--- src/rtl/parity_fifo_pkg.sv ---
// Shared word type and parity helper for parity_fifo_top and its storage FIFO.
package parity_fifo_pkg;

    localparam int DEFAULT_DATA_WIDTH = 32;

    // Payload plus one parity bit.
    typedef logic [DEFAULT_DATA_WIDTH:0] word_t;

    function automatic logic parity_ok(input word_t word, input logic even_odd);
        return (^word) == even_odd;
    endfunction

endpackage

--- src/rtl/sync_fifo.sv ---
// Plain synchronous show-ahead FIFO with wrapping read/write pointers and an
// occupancy counter; pop_valid_o here only means "not empty".
module sync_fifo
    import parity_fifo_pkg::*;
#(
    parameter int DATA_WIDTH = DEFAULT_DATA_WIDTH,
    parameter int FIFO_DEPTH = 4
) (
    input  logic                clk,
    input  logic                rst_n,
    input  logic [DATA_WIDTH:0] push_data_i,
    input  logic                push_valid_i,
    output logic                push_grant_o,
    input  logic                pop_grant_i,
    output logic [DATA_WIDTH:0] pop_data_o,
    output logic                pop_valid_o
);

    localparam int PTR_W = (FIFO_DEPTH > 1) ? $clog2(FIFO_DEPTH) : 1;
    localparam int CNT_W = $clog2(FIFO_DEPTH + 1);
    localparam logic [PTR_W-1:0] LAST_PTR = PTR_W'(FIFO_DEPTH - 1);
    localparam logic [CNT_W-1:0] FULL_CNT = CNT_W'(FIFO_DEPTH);

    logic [PTR_W-1:0] count_read;
    logic [PTR_W-1:0] count_write;
    logic [CNT_W-1:0] count_fifo;

    logic w_full;
    logic w_empty;
    logic w_wr;
    logic w_rd;

    assign w_full       = (count_fifo == FULL_CNT);
    assign w_empty      = (count_fifo == '0);
    assign push_grant_o = rst_n && !w_full;
    assign pop_valid_o  = rst_n && !w_empty;
    // Both strobes carry rst_n, so nothing moves while reset is held.
    assign w_wr         = push_valid_i && push_grant_o;
    assign w_rd         = pop_grant_i && pop_valid_o;

    if (1) begin : my_ram
        logic [DATA_WIDTH:0] memory [FIFO_DEPTH];

        // NOTE: storage is deliberately not reset; the counters alone define
        // which entries are live, and resetting an array costs a mux per bit.
        always_ff @(posedge clk) begin
            if (w_wr) begin
                memory[count_write] <= push_data_i;
            end
        end
    end

    // NOTE: state registers use non-blocking assignments so every flop samples
    // the pre-edge values, independent of statement order.
    always_ff @(posedge clk) begin
        if (!rst_n) begin
            count_read  <= '0;
            count_write <= '0;
            count_fifo  <= '0;
        end else begin
            if (w_wr) begin
                count_write <= (count_write == LAST_PTR) ? '0 : count_write + 1'b1;
            end
            if (w_rd) begin
                count_read <= (count_read == LAST_PTR) ? '0 : count_read + 1'b1;
            end
            case ({w_wr, w_rd})
                2'b10:   count_fifo <= count_fifo + 1'b1;
                2'b01:   count_fifo <= count_fifo - 1'b1;
                default: count_fifo <= count_fifo;
            endcase
        end
    end

    // NOTE: the default assignment first guarantees no latch is inferred.
    always_comb begin
        pop_data_o = '0;
        if (!w_empty) begin
            pop_data_o = my_ram.memory[count_read];
        end
    end

endmodule

--- src/rtl/parity_fifo_top.sv ---
// FIFO whose head word is withheld (but still poppable) when its parity is wrong.
// Build option: define PARITY_CHECK_EN to enable the checker; otherwise data is passed unchecked.
module parity_fifo_top
    import parity_fifo_pkg::*;
#(
    parameter int DATA_WIDTH = DEFAULT_DATA_WIDTH,
    parameter int FIFO_DEPTH = 4,
    parameter int EVEN_ODD   = 0,
    parameter int PARITY_BIT = 0
) (
    input  logic                clk,
    input  logic                rst_n,
    input  logic [DATA_WIDTH:0] push_data_i,
    input  logic                push_valid_i,
    output logic                push_grant_o,
    input  logic                pop_grant_i,
    output logic [DATA_WIDTH:0] pop_data_o,
    output logic                pop_valid_o
);

    logic [DATA_WIDTH:0] w_head;
    logic                w_fifo_valid;

    // The FIFO pops on its own "not empty", so corrupt heads are discarded too.
    sync_fifo #(
        .DATA_WIDTH (DATA_WIDTH),
        .FIFO_DEPTH (FIFO_DEPTH)
    ) fifo_i (
        .clk          (clk),
        .rst_n        (rst_n),
        .push_data_i  (push_data_i),
        .push_valid_i (push_valid_i),
        .push_grant_o (push_grant_o),
        .pop_grant_i  (pop_grant_i),
        .pop_data_o   (w_head),
        .pop_valid_o  (w_fifo_valid)
    );

    assign pop_data_o = w_head;

`ifdef PARITY_CHECK_EN
    word_t w_check;
    logic  w_good;
    logic  w_unused_cfg;

    if (DATA_WIDTH == DEFAULT_DATA_WIDTH) begin : g_direct
        assign w_check = w_head;
    end else begin : g_fold
        // Only the XOR of the whole word matters, so reduce it to one bit first.
        assign w_check = word_t'(^w_head);
    end

    assign w_good       = parity_ok(w_check, 1'(EVEN_ODD));
    assign pop_valid_o  = w_fifo_valid && w_good;
    // The check covers every bit, so the parity bit's position never matters.
    assign w_unused_cfg = 1'(PARITY_BIT);
`else
    logic w_unused_cfg;

    assign pop_valid_o  = w_fifo_valid;
    assign w_unused_cfg = ^{1'(EVEN_ODD), 1'(PARITY_BIT)};
`endif

endmodule

--- config.mk ---
export PLATFORM = sky130hd
export DESIGN_NAME = parity_fifo_top
export DESIGN_NICKNAME = d
export VERILOG_FILES = /design/src/rtl/parity_fifo_pkg.sv /design/src/rtl/sync_fifo.sv /design/src/rtl/parity_fifo_top.sv
export SDC_FILE = /design/constraint.sdc
export NUM_CORES = 1
export LEC_CHECK = 0
export CAP_MARGIN = 20
export CELL_PAD_IN_SITES_DETAIL_PLACEMENT = 1
export CELL_PAD_IN_SITES_GLOBAL_PLACEMENT = 1
export CORE_MARGIN = 1
export CORE_UTILIZATION = 53
export CTS_BUF_LIST = sky130_fd_sc_hd__clkbuf_8
export CTS_CLUSTER_SIZE = 30
export DETAILED_ROUTE_END_ITERATION = 8
export GPL_ROUTABILITY_DRIVEN = 1
export PLACE_DENSITY = 0.92
export SYNTH_ARGS = -nofsm -noshare
export SYNTH_HDL_FRONTEND = slang
export SYNTH_SLANG_ARGS = --single-unit
--- constraint.sdc ---
create_clock -name clk -period 3.8 [get_ports clk]
set_input_delay 0.38 -clock clk [delete_from_list [all_inputs] [get_ports clk]]
set_output_delay 0.38 -clock clk [all_outputs]
set_load 0.01 [all_outputs]
==> results of run 1 <==
## cells by family after synthesis
kind of cell / count (synthesis) / synth area share (%)
AO/OA/AOI/OAI: 8 / 0.9112
XOR/XNOR: 2 / 0.3190
adder cells (fa/ha/maj): 7 / 1.732
buffers and inverters: 19 / 1.914
flip-flops: 141 / 75.46
multiplexers: 35 / 13.90
AND/OR/NAND/NOR: 53 / 5.764
## power breakdown
part | total [µW] | leakage, µW | switching (µW) | internal [µW]
clock | 1040 | 0.000167 | 539 | 499
sequential | 1810 | 0.00127 | 40.8 | 1770
combinational | 501 | 0.000649 | 227 | 274
## flip-flops by register name, summed over array words and instances (netlist names), named ones only
name                  cells
fifo_i.count_fifo         3
fifo_i.count_read         2
fifo_i.count_write        2
fifo_i.my_ram.memory    132
## through the flow
stage / hold WS, ps / worst slack, ps
2_1_floorplan: 476.0 / 1555
3_3_place_gp: 500.9 / 1061
3_5_place_dp: 534.6 / 897.9
4_1_cts: 545.4 / 780.3
5_1_grt: 567.7 / 720.8
6_report: 532.9 / 862.4
## worst reg2reg max path: cells and delay by family (launching register included)
| kind | cells | cell delay, ps |
|---|---|---|
| and+or+nand+nor | 4 | 1380 |
| DFF | 1 | 380 |
| adders and majority gates | 2 | 380 |
| AOI/OAI and AO/OA | 1 | 160 |
| buffers and inverters | 1 | 80 |
| xor gates and xnor gates | 1 | 70 |
## placed cells by master (no fill, tap or decap), drive strengths merged
cell type and count:
a21boi 3, a21oi 1, and2 7, buf 2, bufinv 1, clkbuf 17, clkdlybuf4s50 71, clkinv 8
clkinvlp 5, dfxtp 9, edfxtp 132, fa 1, ha 6, inv 8, mux2i 2, mux4 33
nand2 6, nand3 1, nor2 1, nor2b 34, nor3 1, o21ai 3, o31ai 1, or2 1
or3 2, xnor2 1, xor2 1
## synth_stat cells
cell / n
edfxtp_1: 132
xor2_1: 1
dfxtp_1: 9
buf_6: 4
clkbuf_1: 5
a21boi_0: 3
o21ai_0: 3
mux4_2: 33
nand3_1: 1
buf_2: 3
nor3_2: 1
fa_1: 1
nor2b_1: 34
or3_1: 2
or2_2: 1
inv_1: 7
nor2_1: 1
nand2_1: 6
ha_1: 6
a21oi_1: 1
mux2i_1: 2
o31ai_1: 1
and2_1: 7
xnor2_1: 1
## path summary, 6_finish.rpt
kind / end / slack (ps) / cells past startpoint
worst max register to register: fifo_i.count_fifo[2] / 1280 / 9
worst min-delay path: fifo_i.count_write[0] / 530 / 2
worst min register to register: fifo_i.count_write[0] / 530 / 2
worst max-delay path: pop_data_o[25] / 860 / 4
## layout make-up
class                           count  area share [%]
Timing Repair Buffer               73           11.06
Sequential cell                   141           62.14
Clock buffer                       17           3.506
Multi-Input combinational cell    105           18.79
Inverter                            7          0.3938
Clock inverter                     15           1.613
Tap cell                          133           2.494
## routing by layer
| layer | global-route usage [%] | routed length (µm) | vias up |
|---|---|---|---|
| met5 | 0 | 0 | - |
| met4 | 8.878 | 122 | 0 |
| met3 | 5.160 | 539 | 13 |
| met2 | 38.11 | 5902 | 97 |
| met1 | 25.69 | 4244 | 1377 |
| li1 | - | - | 1200 |
==> out/qor.yml, run 1 <==
rr_startpoint: "fifo_i.count_fifo[2]"
drv_cap: 0
drc: 0
via_count: 2687
clock_latency_ps: 430
gp_congestion: 0.6524
dieArea_um2: 10770
core_um2: 9910
min_period_over_period_pct: 77.31
layout-drive-gt1-share_pct: 19.83
cts_buffers: 17
n_fill_cell: 865
peakVddDrop_v: 0.0002342
final_antenna_net_count: 0
cp_slowest_cell: "dfxtp_2"
p_leak_uw: 0.002089
fp.dieW_um: 103.8
hold_path_class: "reg -> reg"
outcome: "completed"
holdBufCountCts: 0
worst_setup_path_end_kind: "output pin"
initial_core_util_pct: 55.42
grt_overflow: 0
finalSetupTns_ps: 0
crit_family: "buffers and inverters"
synthesis.nets: 309
area.growth.synth_to_final_pct: 21.51
worst_pin_slew_ps: 922.3
ys_types: 24
cts_setup_buffers: 0
first_iter_violations: 103
instances_no_fill: 491
crit_type: "reg -> out"
critPathArrivalTime_ps: 2560
max_freq_mhz: 340.4
setup_viol: 0
path_cells: "buf_12 > mux4_2 > nor2b_1 > clkdlybuf4s50_1"
clock-sinks: 141
placed_area_um2: 6331
slew_headroom_pct: 38.51
hold_violations: 0
period_minus_slack_ps: 2938
cts_tree: "built"
worstHoldStart: "fifo_i.count_write[0]"
htree_num_levels: 4
grt_pass1_vias: 2941
multi_input_area_um2: 1254
n_antenna_cell: 0
clkTransAtPathRegs_ps: 70
rsz0062_at_grt: "false"
cp-start-kind: "flip-flop"
root_buffer: "clkbuf_8"
die-height_um: 103.8
drt_pass1_iterations: 5
synth_top_area_share_pct: 72.18
synth_seq_area_share_pct: 75.46
avgSynthCellArea_um2: 20.72
seq_area_um2: 4146
via_per_inst: 5.473
power.density_nw_per_um2: 501.8
dp_cells: 459
clock_path_buffers: 2
post_cts_resized: 0
grt_max_degree: 34
num_rows: 36
yosysTopAreaCell: "edfxtp_1"
synth.area.top_cells: "edfxtp_1 (72%), mux4_2 (14%), nor2b_1 (3.9%)"
stdcell_area_um2: 6673
worst-endpoint-required_ps: 3420
nets: 389
wl_um: 10810
crit_buf_inv: 2
antenna_found_initial: 0
grt_pass1_wl_um: 16570
netlist_instances: 265
synthesis.area_um2: 5492
pin_count: 72
report.final.slew_viol_count: 0
synth_seq_cells: 141
crit_fanout: 23
final_util_pct: 67.34
ys_warn_count: 0
hpwl_um: 6936
route.detailed.wl_per_inst_um: 22.01
finClkSkew_ps: 12.16
io_buffers: 71
max_stage_delay_ps: 600
grt_use_total_pct: 21.65
p_total_uw: 3349
Power figures use the tool's default switching activity.
==> run 2: changes to the inputs <==
--- a/config.mk
+++ b/config.mk
@@ -9,12 +9,12 @@
 export CELL_PAD_IN_SITES_DETAIL_PLACEMENT = 1
 export CELL_PAD_IN_SITES_GLOBAL_PLACEMENT = 1
 export CORE_MARGIN = 1
-export CORE_UTILIZATION = 53
+export CORE_UTILIZATION = 49
 export CTS_BUF_LIST = sky130_fd_sc_hd__clkbuf_8
 export CTS_CLUSTER_SIZE = 30
 export DETAILED_ROUTE_END_ITERATION = 8
 export GPL_ROUTABILITY_DRIVEN = 1
-export PLACE_DENSITY = 0.92
+export PLACE_DENSITY = 0.86
 export SYNTH_ARGS = -nofsm -noshare
 export SYNTH_HDL_FRONTEND = slang
 export SYNTH_SLANG_ARGS = --single-unit
==> constraint.sdc (replaced) <==
create_clock -name clk -period 3.1 [get_ports clk]
set_input_delay 0.31 -clock clk [delete_from_list [all_inputs] [get_ports clk]]
set_output_delay 0.31 -clock clk [all_outputs]
set_load 0.01 [all_outputs]
==> out/qor.yml, run 2 (synthesis gave the netlist of run 1 again) <==
hpwl_um: 7036  # +1.4%
worst_setup_path_end_kind: "output pin"
crit_type: "reg -> out"
cts_setup_buffers: 0  # unchanged
largest_register_ffs: 132  # unchanged
setup_viol: 0  # unchanged
htree_num_levels: 4  # unchanged
finClkSkew_ps: 8.923  # -3.238 ps
slew_headroom_pct: 68.87  # +30 points
drt_pass1_iterations: 4  # -1
antenna_found_initial: 0  # unchanged
outcome: "completed"
layout_common_cells: "edfxtp_1 (132), clkdlybuf4s50_1 (71), nor2b_1 (34), mux4_2 (33), clkbuf_8 (17)"
initial_core_util_pct: 50.44  # -5.0 points
final_antenna_net_count: 0  # unchanged
fp.dieW_um: 107.9  # +3.9%
via_count: 2687  # unchanged
first_iter_violations: 105  # +1.9%
hold_violations: 0  # unchanged
crit_fanout: 11  # -52%
io_buffers: 71  # unchanged
wl_um: 10940  # +1.2%
post_cts_resized: 0  # unchanged
clock_latency_ps: 420  # about the same
peakVddDrop_v: 0.0003119  # +33%
post-place-ws_ps: 385.9  # -512.0 ps
clkTransAtPathRegs_ps: 70  # about the same
holdBufCountCts: 0  # unchanged
area.growth.synth_to_final_pct: 24.47
worst-endpoint-required_ps: 2790  # -630 ps
route.detailed.wl_per_inst_um: 21.53  # -2.2%
mostFrequentLayoutCell: "edfxtp_1"
period_minus_slack_ps: 2755
via_per_inst: 5.289  # -3.3%
grt_use_total_pct: 20.46  # -1.2 points
n_fill_cell: 946  # +9.4%
regMostFlops: "fifo_i.my_ram.memory"
power.density_nw_per_um2: 627.8  # +25%
nets: 400  # +2.8%
grt_pass1_wl_um: 16370  # -1.2%
root_buffer: "clkbuf_8"
reg_top3: "fifo_i.my_ram.memory (132), fifo_i.count_fifo (3)"
grt_pass1_vias: 3011  # +2.4%
drc: 0  # unchanged
min_period_over_period_pct: 88.87
grt_overflow: 0  # unchanged
cp-start-kind: "flip-flop"
p_leak_uw: 0.002184  # +4.6%
report.final.slew_viol_count: 0  # unchanged
grt_max_degree: 34  # unchanged
clock-sinks: 141  # unchanged
cts_buffers: 17  # unchanged
rsz0062_at_grt: "false"
pin_count: 72  # unchanged
drv_cap: 0  # unchanged
gp_congestion: 0.6605  # +1.2%
worst_slack_ps: 345.2  # -517.2 ps
finalSetupTns_ps: 0  # unchanged
cts_tree: "built"
dieArea_um2: 11630  # +8.0%
layout-drive-gt1-share_pct: 22.28  # +2.5 points
max_freq_mhz: 363.0
hold_path_class: "in -> reg"
worst_pin_slew_ps: 466.9  # -455.4 ps
core_um2: 10890  # +9.9%
critPathArrivalTime_ps: 2440  # -120 ps
clock_path_buffers: 2  # unchanged
die-height_um: 107.9  # +3.9%
n_antenna_cell: 0  # unchanged
num_rows: 38  # +5.6%
==> run 2: changes by cell type in the layout (fill, tap and decap cells not counted), sizes merged <==
cell      delta
buf         +11
clkinvlp     -3
bufinv       +2
==> run 2: worst max-delay path, stage by stage, from the launching register on <==
cell             delay, ps
dfxtp_2                620
buf_12                 220
mux4_2                 510
nor2b_1                160
clkdlybuf4s50_1        500
==> run 2: final timing paths <==
| check | startpoint | to | slack, ps | depth (start not counted) |
|---|---|---|---|---|
| min reg2reg | fifo_i.count_read[0] | flip-flop | 530 | 2 |
| max | flip-flop | pop_data_o[18] | 350 | 4 |
| max reg2reg | fifo_i.count_fifo[2] | fifo_i.count_fifo[2] | 930 | 9 |
| min | push_data_i[24] | fifo_i.my_ram.memory[3][24] | 520 | 1 |
==> run 2: final cells by class <==
class                      instances  area (µm²)  area share [%]
tap                              140       175.2           2.563
multi-input combinational        105        1254           18.34
clock inverter                    14       153.9           2.252
clock buffer                      17       234.0           3.423
sequential                       141        4146           60.66
timing repair buffer              84       845.8           12.37
inverter                           7       26.28          0.3844
==> run 2: through the flow <==
step	total power [µW]	util, %	instance area (µm²)	hold WS, ps	instances
2_1_floorplan	2572	-	5492	408.9	265
3_3_place_gp	2868	59.22	6447	481.8	477
3_5_place_dp	2900	59.22	6447	521.3	477
4_1_cts	4335	62.78	6835	496.2	508
5_1_grt	4435	62.78	6835	491.4	508
6_report	4291	62.78	6835	518.2	508
==> run 2: per-layer routing <==
layer / share of wire [%] / global-route usage (%) / vias up
met4: 0.72 / 6.458 / 0
met2: 57 / 37.59 / 67
met3: 3.1 / 5.206 / 8
li1: - / - / 1224
met1: 40 / 23.18 / 1388
met5: 0 / 0 / -
==> run 2: power breakdown <==
part | internal [µW] | total [µW] | switching, µW
Combinational | 351 | 635 | 284
Clock | 778 | 1440 | 665
Sequential | 2170 | 2210 | 46.3
